<file path="src/rtl/sync_fifo_param_if.sv">
// Handshake bundle for sync_fifo_param: producer/consumer requests,
// per-side ack/err pulses, read data, occupancy and status flags.
interface sync_fifo_param_if #(
  parameter int DATA_W = 8,
  parameter int DEPTH  = 16
);
  localparam int CNT_W = $clog2(DEPTH + 1);

  logic              flush;
  logic              wr_en;
  logic [DATA_W-1:0] din;
  logic              rd_en;
  logic              wr_ack;
  logic              wr_err;
  logic              rd_ack;
  logic              rd_err;
  logic [DATA_W-1:0] dout;
  logic [CNT_W-1:0]  count;
  logic              full;
  logic              empty;
  logic              almost_full;
  logic              almost_empty;

  // FIFO side
  modport slave (
    input  flush, wr_en, din, rd_en,
    output wr_ack, wr_err, rd_ack, rd_err, dout, count,
           full, empty, almost_full, almost_empty
  );

  // Producer/consumer side
  modport master (
    output flush, wr_en, din, rd_en,
    input  wr_ack, wr_err, rd_ack, rd_err, dout, count,
           full, empty, almost_full, almost_empty
  );
endinterface

</file>
<file path="src/rtl/sync_fifo_param.sv">
// Single-clock FIFO with arbitrary depth, programmable almost thresholds,
// live occupancy, synchronous flush and optional first-word-fall-through.
module sync_fifo_param #(
  parameter int DATA_W    = 8,
  parameter int DEPTH     = 16,
  parameter int AF_THRESH = DEPTH - 2,
  parameter int AE_THRESH = 2,
  parameter int FWFT      = 0
) (
  input logic               clk,
  input logic               clear_n,
  sync_fifo_param_if.slave  bus
);
  localparam int PTR_W = (DEPTH > 1) ? $clog2(DEPTH) : 1;
  localparam int CNT_W = $clog2(DEPTH + 1);

  logic [DATA_W-1:0] r_mem [DEPTH];
  logic [PTR_W-1:0]  r_wr_ptr;
  logic [PTR_W-1:0]  r_rd_ptr;
  logic [CNT_W-1:0]  r_count;
  logic [DATA_W-1:0] r_dout;
  logic              r_wr_ack;
  logic              r_wr_err;
  logic              r_rd_ack;
  logic              r_rd_err;

  logic              w_full;
  logic              w_empty;
  logic              w_rd_ok;
  logic              w_wr_ok;

  // Depth need not be a power of two, so the wrap is an explicit compare.
  function automatic logic [PTR_W-1:0] next_ptr(input logic [PTR_W-1:0] p);
    return (p == PTR_W'(DEPTH - 1)) ? '0 : p + 1'b1;
  endfunction

  assign w_full  = (r_count == CNT_W'(DEPTH));
  assign w_empty = (r_count == '0);
  // A write into a full FIFO is allowed when a read frees a slot this cycle.
  assign w_rd_ok = bus.rd_en && !w_empty;
  assign w_wr_ok = bus.wr_en && (!w_full || w_rd_ok);

  // Pointers, occupancy and handshake pulses; flush overrides any request.
  always_ff @(posedge clk or negedge clear_n) begin
    if (!clear_n) begin
      r_wr_ptr <= '0;
      r_rd_ptr <= '0;
      r_count  <= '0;
      r_wr_ack <= 1'b0;
      r_wr_err <= 1'b0;
      r_rd_ack <= 1'b0;
      r_rd_err <= 1'b0;
    end else if (bus.flush) begin
      r_wr_ptr <= '0;
      r_rd_ptr <= '0;
      r_count  <= '0;
      r_wr_ack <= 1'b0;
      r_wr_err <= 1'b0;
      r_rd_ack <= 1'b0;
      r_rd_err <= 1'b0;
    end else begin
      r_wr_ack <= w_wr_ok;
      r_wr_err <= bus.wr_en && !w_wr_ok;
      r_rd_ack <= w_rd_ok;
      r_rd_err <= bus.rd_en && !w_rd_ok;
      if (w_wr_ok) r_wr_ptr <= next_ptr(r_wr_ptr);
      if (w_rd_ok) r_rd_ptr <= next_ptr(r_rd_ptr);
      case ({w_wr_ok, w_rd_ok})
        2'b10:   r_count <= r_count + 1'b1;
        2'b01:   r_count <= r_count - 1'b1;
        default: r_count <= r_count;
      endcase
    end
  end

  // Storage array; contents survive reset and flush.
  always_ff @(posedge clk) begin
    if (!bus.flush && w_wr_ok) r_mem[r_wr_ptr] <= bus.din;
  end

  // Registered read data for standard mode; holds between accepted reads.
  always_ff @(posedge clk or negedge clear_n) begin
    if (!clear_n)                   r_dout <= '0;
    else if (!bus.flush && w_rd_ok) r_dout <= r_mem[r_rd_ptr];
  end

  generate
    if (FWFT != 0) begin : g_fwft
      // Head word is presented as soon as it is stored.
      assign bus.dout = r_mem[r_rd_ptr];
    end else begin : g_std
      assign bus.dout = r_dout;
    end
  endgenerate

  assign bus.wr_ack       = r_wr_ack;
  assign bus.wr_err       = r_wr_err;
  assign bus.rd_ack       = r_rd_ack;
  assign bus.rd_err       = r_rd_err;
  assign bus.count        = r_count;
  assign bus.full         = w_full;
  assign bus.empty        = w_empty;
  assign bus.almost_full  = (r_count >= CNT_W'(AF_THRESH));
  assign bus.almost_empty = (r_count <= CNT_W'(AE_THRESH));
endmodule

</file>
<file path="src/flat_wrapper.sv">
// flat-port wrapper written by rule: the top's interface ports become plain ports
module sync_fifo_param_flat 
#(
  parameter int DATA_W    = 8,
  parameter int DEPTH     = 16,
  parameter int AF_THRESH = DEPTH - 2,
  parameter int AE_THRESH = 2,
  parameter int FWFT      = 0
)
  (clk, clear_n, bus_flush, bus_wr_en, bus_din, bus_rd_en, bus_wr_ack, bus_wr_err, bus_rd_ack, bus_rd_err, bus_dout, bus_count, bus_full, bus_empty, bus_almost_full, bus_almost_empty);
  sync_fifo_param_if #(.DATA_W(DATA_W), .DEPTH(DEPTH)) bus_i ();
  input logic clk;
  input logic clear_n;
  input wire logic [$bits(bus_i.flush)-1:0] bus_flush;
  input wire logic [$bits(bus_i.wr_en)-1:0] bus_wr_en;
  input wire logic [$bits(bus_i.din)-1:0] bus_din;
  input wire logic [$bits(bus_i.rd_en)-1:0] bus_rd_en;
  output wire logic [$bits(bus_i.wr_ack)-1:0] bus_wr_ack;
  output wire logic [$bits(bus_i.wr_err)-1:0] bus_wr_err;
  output wire logic [$bits(bus_i.rd_ack)-1:0] bus_rd_ack;
  output wire logic [$bits(bus_i.rd_err)-1:0] bus_rd_err;
  output wire logic [$bits(bus_i.dout)-1:0] bus_dout;
  output wire logic [$bits(bus_i.count)-1:0] bus_count;
  output wire logic [$bits(bus_i.full)-1:0] bus_full;
  output wire logic [$bits(bus_i.empty)-1:0] bus_empty;
  output wire logic [$bits(bus_i.almost_full)-1:0] bus_almost_full;
  output wire logic [$bits(bus_i.almost_empty)-1:0] bus_almost_empty;
  assign bus_i.flush = bus_flush;
  assign bus_i.wr_en = bus_wr_en;
  assign bus_i.din = bus_din;
  assign bus_i.rd_en = bus_rd_en;
  assign bus_wr_ack = bus_i.wr_ack;
  assign bus_wr_err = bus_i.wr_err;
  assign bus_rd_ack = bus_i.rd_ack;
  assign bus_rd_err = bus_i.rd_err;
  assign bus_dout = bus_i.dout;
  assign bus_count = bus_i.count;
  assign bus_full = bus_i.full;
  assign bus_empty = bus_i.empty;
  assign bus_almost_full = bus_i.almost_full;
  assign bus_almost_empty = bus_i.almost_empty;
  sync_fifo_param #(.DATA_W(DATA_W), .DEPTH(DEPTH), .AF_THRESH(AF_THRESH), .AE_THRESH(AE_THRESH), .FWFT(FWFT)) u_core (.clk(clk), .clear_n(clear_n), .bus(bus_i));
endmodule
</file>
<file path="config.mk">
export PLATFORM = sky130hd
export DESIGN_NAME = sync_fifo_param_flat
export DESIGN_NICKNAME = d
export VERILOG_FILES = /design/src/rtl/sync_fifo_param_if.sv /design/src/rtl/sync_fifo_param.sv /design/src/flat_wrapper.sv
export SDC_FILE = /design/constraint.sdc
export NUM_CORES = 1
export LEC_CHECK = 0
export ABC_AREA = 0
export CELL_PAD_IN_SITES_DETAIL_PLACEMENT = 0
export CELL_PAD_IN_SITES_GLOBAL_PLACEMENT = 1
export CORE_MARGIN = 3
export CORE_UTILIZATION = 51
export DETAILED_ROUTE_END_ITERATION = 10
export HOLD_SLACK_MARGIN = 0.1
export PLACE_DENSITY = 0.78
export SLEW_MARGIN = 25
export SYNTH_ARGS = -nofsm -noshare
export SYNTH_HDL_FRONTEND = slang
export SYNTH_SLANG_ARGS = --single-unit
</file>
<file path="constraint.sdc">
create_clock -name clk -period 2.9 [get_ports clk]
set_input_delay 0.29 -clock clk [delete_from_list [all_inputs] [get_ports clk]]
set_output_delay 0.29 -clock clk [all_outputs]
set_load 0.02 [all_outputs]
</file>
# Yosys cells after proc, flatten, opt, wreduce, memory -nomap -nowiden
# Memory sizes are Yosys's and may differ from the RTL's. A register that Yosys moved wholly into a read port is not among the register bits.
# Cells that the tools add are included.
dict set report totals {
  romBits 0
  ram_bits 128
  inputBits 13
  out_inout_bits 21
  ff_bits 17
  latch_bits 0
  n_memories 1
}
# name words word_bits rd rd_clocked_by_memory_dff wr line
set memory_table {}
lappend memory_table {u_core.r_mem 16 8 1 1 1 sync_fifo_param.sv:17} ;# logic [DATA_W-1:0] r_mem [DEPTH];
dict set report classes {
  n_mux 14
  multipliers 0
  order_cmp 2
  add_sub_neg 4
  n_div 0
  eq_ne 5
  n_reduce_logical 17
  bitwise_logic 0
  shifts 0
}
# cell count
set ops {}
lappend ops {{4-bit two-way mux} 6}
lappend ops {{5-bit one-hot mux with 2 select lines} 1}
lappend ops {{4-bit by 1-bit adder with 4-bit output, second input constant} 2}
lappend ops {{4-bit equality test, second input constant} 2}
lappend ops {{1-bit logical AND} 6}
lappend ops {{1-bit zero test} 6}
lappend ops {{1-bit two-way mux} 6}
lappend ops {{5-bit by 1-bit adder with 5-bit output, second input constant} 1}
lappend ops {{5-bit equality test, second input constant} 1}
lappend ops {{5-bit by 4-bit >= comparator with 1-bit output, second input constant} 1}
lappend ops {{5-bit by 2-bit <= comparator with 1-bit output, second input constant} 1}
lappend ops {{5-bit zero test} 1}
lappend ops {{5-bit two-way mux} 1}
lappend ops {{5-bit by 1-bit subtractor with 5-bit output, second input constant} 1}
lappend ops {{2-bit nonzero test} 2}
lappend ops {{3-bit nonzero test} 1}
lappend ops {{2-bit by 1-bit equality test with 1-bit output, second input constant} 1}
lappend ops {{2-bit equality test, second input constant} 1}
lappend ops {{1-bit logical OR} 1}

# Depth between registers and ports, before layout
dict set report depth {
  word_depth 8
  mapped_depth 10
}

# Worst setup path before layout
# No wires, ideal clock.
dict set report synth_timing {
  kind {register to register}
  start {register u_core.r_count[1], in the netlist u_core.bus.count[1]}
  end {register u_core.r_count[4], in the netlist u_core.bus.count[4]}
  n_path_buf 1
  slack_ns 0.437
  path_stages_with_launch 11
  t_required_ns 2.778
  t_arrival_ns 2.341
  setup_ns 0.122
  path_cell_list {dfrtp_1 or4_4 buf_6 o21ai_4 inv_2 ha_1 nand2b_1 a21oi_1 xnor2_1 o21ai_0 a32o_1}
}
dict set report synth_via {
  elab_chain_cells 8
}
# element line
set synth_rtl {}
lappend synth_rtl {{start, declared} sync_fifo_param.sv:20} ;# logic [CNT_W-1:0] r_count;
lappend synth_rtl {{start signal, assigned} sync_fifo_param.sv:69} ;# 2'b10: r_count <= r_count + 1'b1;
lappend synth_rtl {{start signal, assigned} sync_fifo_param.sv:70} ;# 2'b01: r_count <= r_count - 1'b1;
lappend synth_rtl {{start signal, assigned} sync_fifo_param.sv:71} ;# default: r_count <= r_count;
lappend synth_rtl {{5-bit zero test} sync_fifo_param.sv:38} ;# assign w_empty = (r_count == '0);
lappend synth_rtl {{1-bit zero test} sync_fifo_param.sv:40} ;# assign w_rd_ok = bus.rd_en && !w_empty;
lappend synth_rtl {{1-bit logical AND} sync_fifo_param.sv:40}
lappend synth_rtl {{1-bit logical OR} sync_fifo_param.sv:41} ;# assign w_wr_ok = bus.wr_en && (!w_full || w_rd_ok);
lappend synth_rtl {{1-bit logical AND} sync_fifo_param.sv:41}
lappend synth_rtl {{2-bit by 1-bit equality test with 1-bit output / 2-bit equality test (equally long branches)} sync_fifo_param.sv:68} ;# case ({w_wr_ok, w_rd_ok})
lappend synth_rtl {{5-bit one-hot mux with 2 select lines} sync_fifo_param.sv:68}
lappend synth_rtl {{5-bit two-way mux} sync_fifo_param.sv:53} ;# end else if (bus.flush) begin
# Parallel ways exist; a longest one is shown, timed or not.
# A chain may end at the register's enable or synchronous reset.

# Worst setup path in the final report
dict set report layout_timing {
  start {register u_core.r_count[1], in the netlist u_core.bus.count[1]}
  end {output port bus_empty}
}
dict set report layout_via {
  elab_chain_cells 1
}
# element line
set layout_rtl {}
lappend layout_rtl {{5-bit zero test} sync_fifo_param.sv:38}
lappend layout_rtl {{end, declared} flat_wrapper.sv:25} ;# output wire logic [$bits(bus_i.empty)-1:0] bus_empty;
# No other way between the ends.

==> summary.md <==
| Metric | Value |
|---|---|
| DRT met1 WL | ~5300 um |
| Worst-Margin Slew | roughly 1.1 ns |
| Number of port buffers | 33 |
| Row cnt | 40 |
| Clock network power share | 34.9% |
| RD Place Congestion | around 0.8 |
| Total wire length | 12100 um |
| PwrDens | ~800 nW/um2 |
| RSZ-0062 raised after global routing | false |
| Clk slew on worst S/H paths | about 0.06 ns |
| Max Root-Sink Buffers | 2 |
| Critical Path Fanout Max | 7 |
| First-pass GRT wire length | 18500 um |
| Gr ovfl total | 0 |
| Ratio of cells with drive above 1 in the final layout | 19.2% |
| Dpl cells | between 500 and 600 |
| H-tree levels | 4 |
| Core Footprint | roughly 12000 um2 |
| Total Power | 5.85 mW |
| IR drop worst, VDD | approximately 0.43 mV |
| Post-DRT Antenna Nets | 0 |
| Die Wd | 117 um |
| Flop pwr share | around 45% |
| GRT Total Usage | between 10% and 20% |
| Critical Path End Type | output pin |
| Crit start category | flop |
| CTS Root Cell | clkbuf_16 |
| Initial cell density of the core | a little over half |
| Area share of the largest cell type after synthesis | slightly above 60% |
| Cell Count, Final, Fillers Out | about 560 |
| Pleak | 2.45 nW |
| Yosys warnings | 0 |
| Hold_ws | 0.254 ns |
| Post-CTS Setup Bufs | 0 |
| Setup Skew | between 0.006 and 0.007 ns |
| Die Y | 117 um |
| Met2 WL | between 5000 and 6000 um |
| P_sw | between 1.5 and 2 mW |
| Final Setup Violations | 0 |
| Largest net degree at the start of global routing | 38 |
| Final Util | about three fifths |
| Post-synth top area cell | edfxtp_1 |
| Leading post-synthesis cells by cell area | edfxtp_1 (61%), mux4_2 (11%), dfrtp_1 (9.9%) |
| Post-synthesis cell type count | 47 |
| I/O Pins | 34 |
| First-iteration detailed-routing DRC count | ~260 |
| CP Class | reg2out |
| Status | finished, final reports clean |
| Average wire per standard cell | 21.5 um |
| CTS tree | done |
| CTS Hold Bufs | 0 |
| Synth Area per Inst | about 18 um2 |
| Mapped Area | ~6300 um2 |
| Hold Vio Cnt, Final | 0 |
| TritonCTS Buffers | 17 |
| DR pass1 iterations | 4 |
| Hpwl dp | 7730 um |
| Mapped Nets | between 300 and 400 |
| Top Metal Used | met4 |
| Vias | between 3000 and 4000 |
| Final TNS setup | 0 ns |
| Post-synthesis register bit count | roughly 150 |
| Part of the power in combinational logic | 20.5% |
| Sw frac | roughly a quarter |
| N_diodes | 0 |
| # nets final | roughly 400 |
| DIE AREA | 13700 um2 |
| Minimum clock period | around 2.5 ns |
| Clk_lat worst skew | around 0.42 ns |
| Hold/Removal Path Class | in2async |
| # DRC | 0 |
| Syn Inst Count | between 300 and 400 |
| Critical path data arrival time | around 2.3 ns |
| Resized cells post-CTS | 0 |
| Internal power | about 4.3 mW |
| Relative slew slack | between 20% and 30% |
| Sequential fraction of the synthesis area | between 70 and 80% |
| WL met3 | between 600 and 700 um |
| Area delta synth->final | 16.1% |
| Initial antenna violation count | 0 |
| Final slew viol count | 0 |
| Max-cap violations | 0 |
| Fmax | 393 MHz |
| Critical Path RT | around 2.6 ns |
| Sink Count | between 150 and 200 |
| Fin crit share | 87.7% |
| Vias in the first global route | ~3200 |
| Filler cells | around 900 |
| DR vias/cell | between 5 and 6 |
==> worst paths after layout <==
check | start | end | slack [ns] | cells past startpoint
setup / recovery | u_core.bus.count[1] | bus_empty | 0.36 | 3
hold / removal | clear_n | u_core.bus.count[0] | 0.25 | 2
setup reg to reg | u_core.bus.count[1] | u_core.bus.count[4] | 0.44 | 9
hold reg to reg | u_core.bus.dout[6] | u_core.bus.dout[6] | 0.48 | 2
max in group asynchronous | clear_n | u_core.r_rd_ptr[0] | 2.36 | 2
min in group clk | u_core.bus.dout[6] | u_core.bus.dout[6] | 0.48 | 2
==> synth_stat cells (all sizes together) <==
cell and n:
inv 9, buf 10, nor3 1, o211ai 1, a311oi 1, a2111oi 1
a32o 2, a211o 1, xor2 3, or2 1, nor2 13, and2b 1
nand3 3, mux2i 18, nor2b 1, a311o 1, edfxtp 128, dfrtp 25
fa 1, or3 3, nor4b 1, xnor2 2, clkbuf 8, nor4 1
nand4b 1, o21ai 8, mux4 32, a21oi 8, o21a 2, ha 8
nand2 17, o221ai 8, nor3b 3, or4 1, a21o 1, and2 16
nand3b 1, nand2b 1
==> routing by layer <==
layer,vias to the layer above,track usage (%)
met4,0,8.79
met2,78,28.7
li1,1432,-
met5,-,0
met3,17,5.04
met1,1636,26.7
==> power groups by stage <==
stage | registers, mW | clock network (mW) | logic [mW]
3_5_place_dp | 2.66 | 0 | 1.21
2_1_floorplan | 2.72 | 0 | 0.711
6_report | 2.61 | 2.04 | 1.20
5_1_grt | 2.63 | 2.16 | 1.32
4_1_cts | 2.61 | 2.07 | 1.21
3_3_place_gp | 2.65 | 0 | 1.20
==> cells in the final DEF (no fill, tap or decap), types with 12 or more instances in the layout <==
cell,count
dfrtp_1,24
mux2i_1,18
mux4_2,32
edfxtp_1,128
and2_1,12
clkdlybuf4s50_1,33
clkbuf_16,17
nand2_1,17
nor2_1,13
==> layout make-up <==
class / count / area (um2) / share of cell area, %
Clock buffer: 18 / 429 / 5.86
Clock inverter: 14 / 113 / 1.54
Inverter: 9 / 33.8 / 0.461
Multi-Input combinational cell: 163 / 1690 / 23.1
Sequential cell: 153 / 4470 / 61.0
Tap cell: 168 / 210 / 2.87
Timing Repair Buffer: 38 / 380 / 5.19
==> kinds of logic (layout without fill, tap and decap cells) <==
logic type | Yosys count | after routing | share of synthesized area [%]
adders and majority gates | 9 | 9 | 1.90
and+or+nand+nor | 65 | 65 | 5.81
DFF | 153 | 153 | 70.8
xor gates and xnor gates | 5 | 5 | 0.694
muxes | 50 | 50 | 14.3
buffers and inverters | 27 | 79 | 2.40
AOI/OAI and AO/OA | 34 | 34 | 4.12
==> registers in the layout, summed over array words and instances, names as in the netlist <==
| signal | flops |
|---|---|
| u_core.bus.count | 5 |
| u_core.bus.rd_ack | 1 |
| u_core.bus.wr_ack | 1 |
| u_core.r_mem | 128 |
| u_core.bus.dout | 8 |
| u_core.bus.rd_err | 1 |
| u_core.r_wr_ptr | 4 |
| u_core.r_rd_ptr | 4 |
| u_core.bus.wr_err | 1 |
==> stage by stage <==
stage          worst slack [ns]  instance area [um2]
5_1_grt                   0.251                 7330
4_1_cts                   0.318                 7330
6_report                  0.358                 7330
3_5_place_dp              0.358                 6790
3_3_place_gp              0.381                 6790
2_1_floorplan             0.437                 6310
==> critical path, cell delays in order (launching register included) <==
cell and delay (ns):
dfrtp_1 0.44, or4_4 0.63, nor2_1 0.14, clkdlybuf4s50_1 0.62
Power figures use the tool's default switching activity.
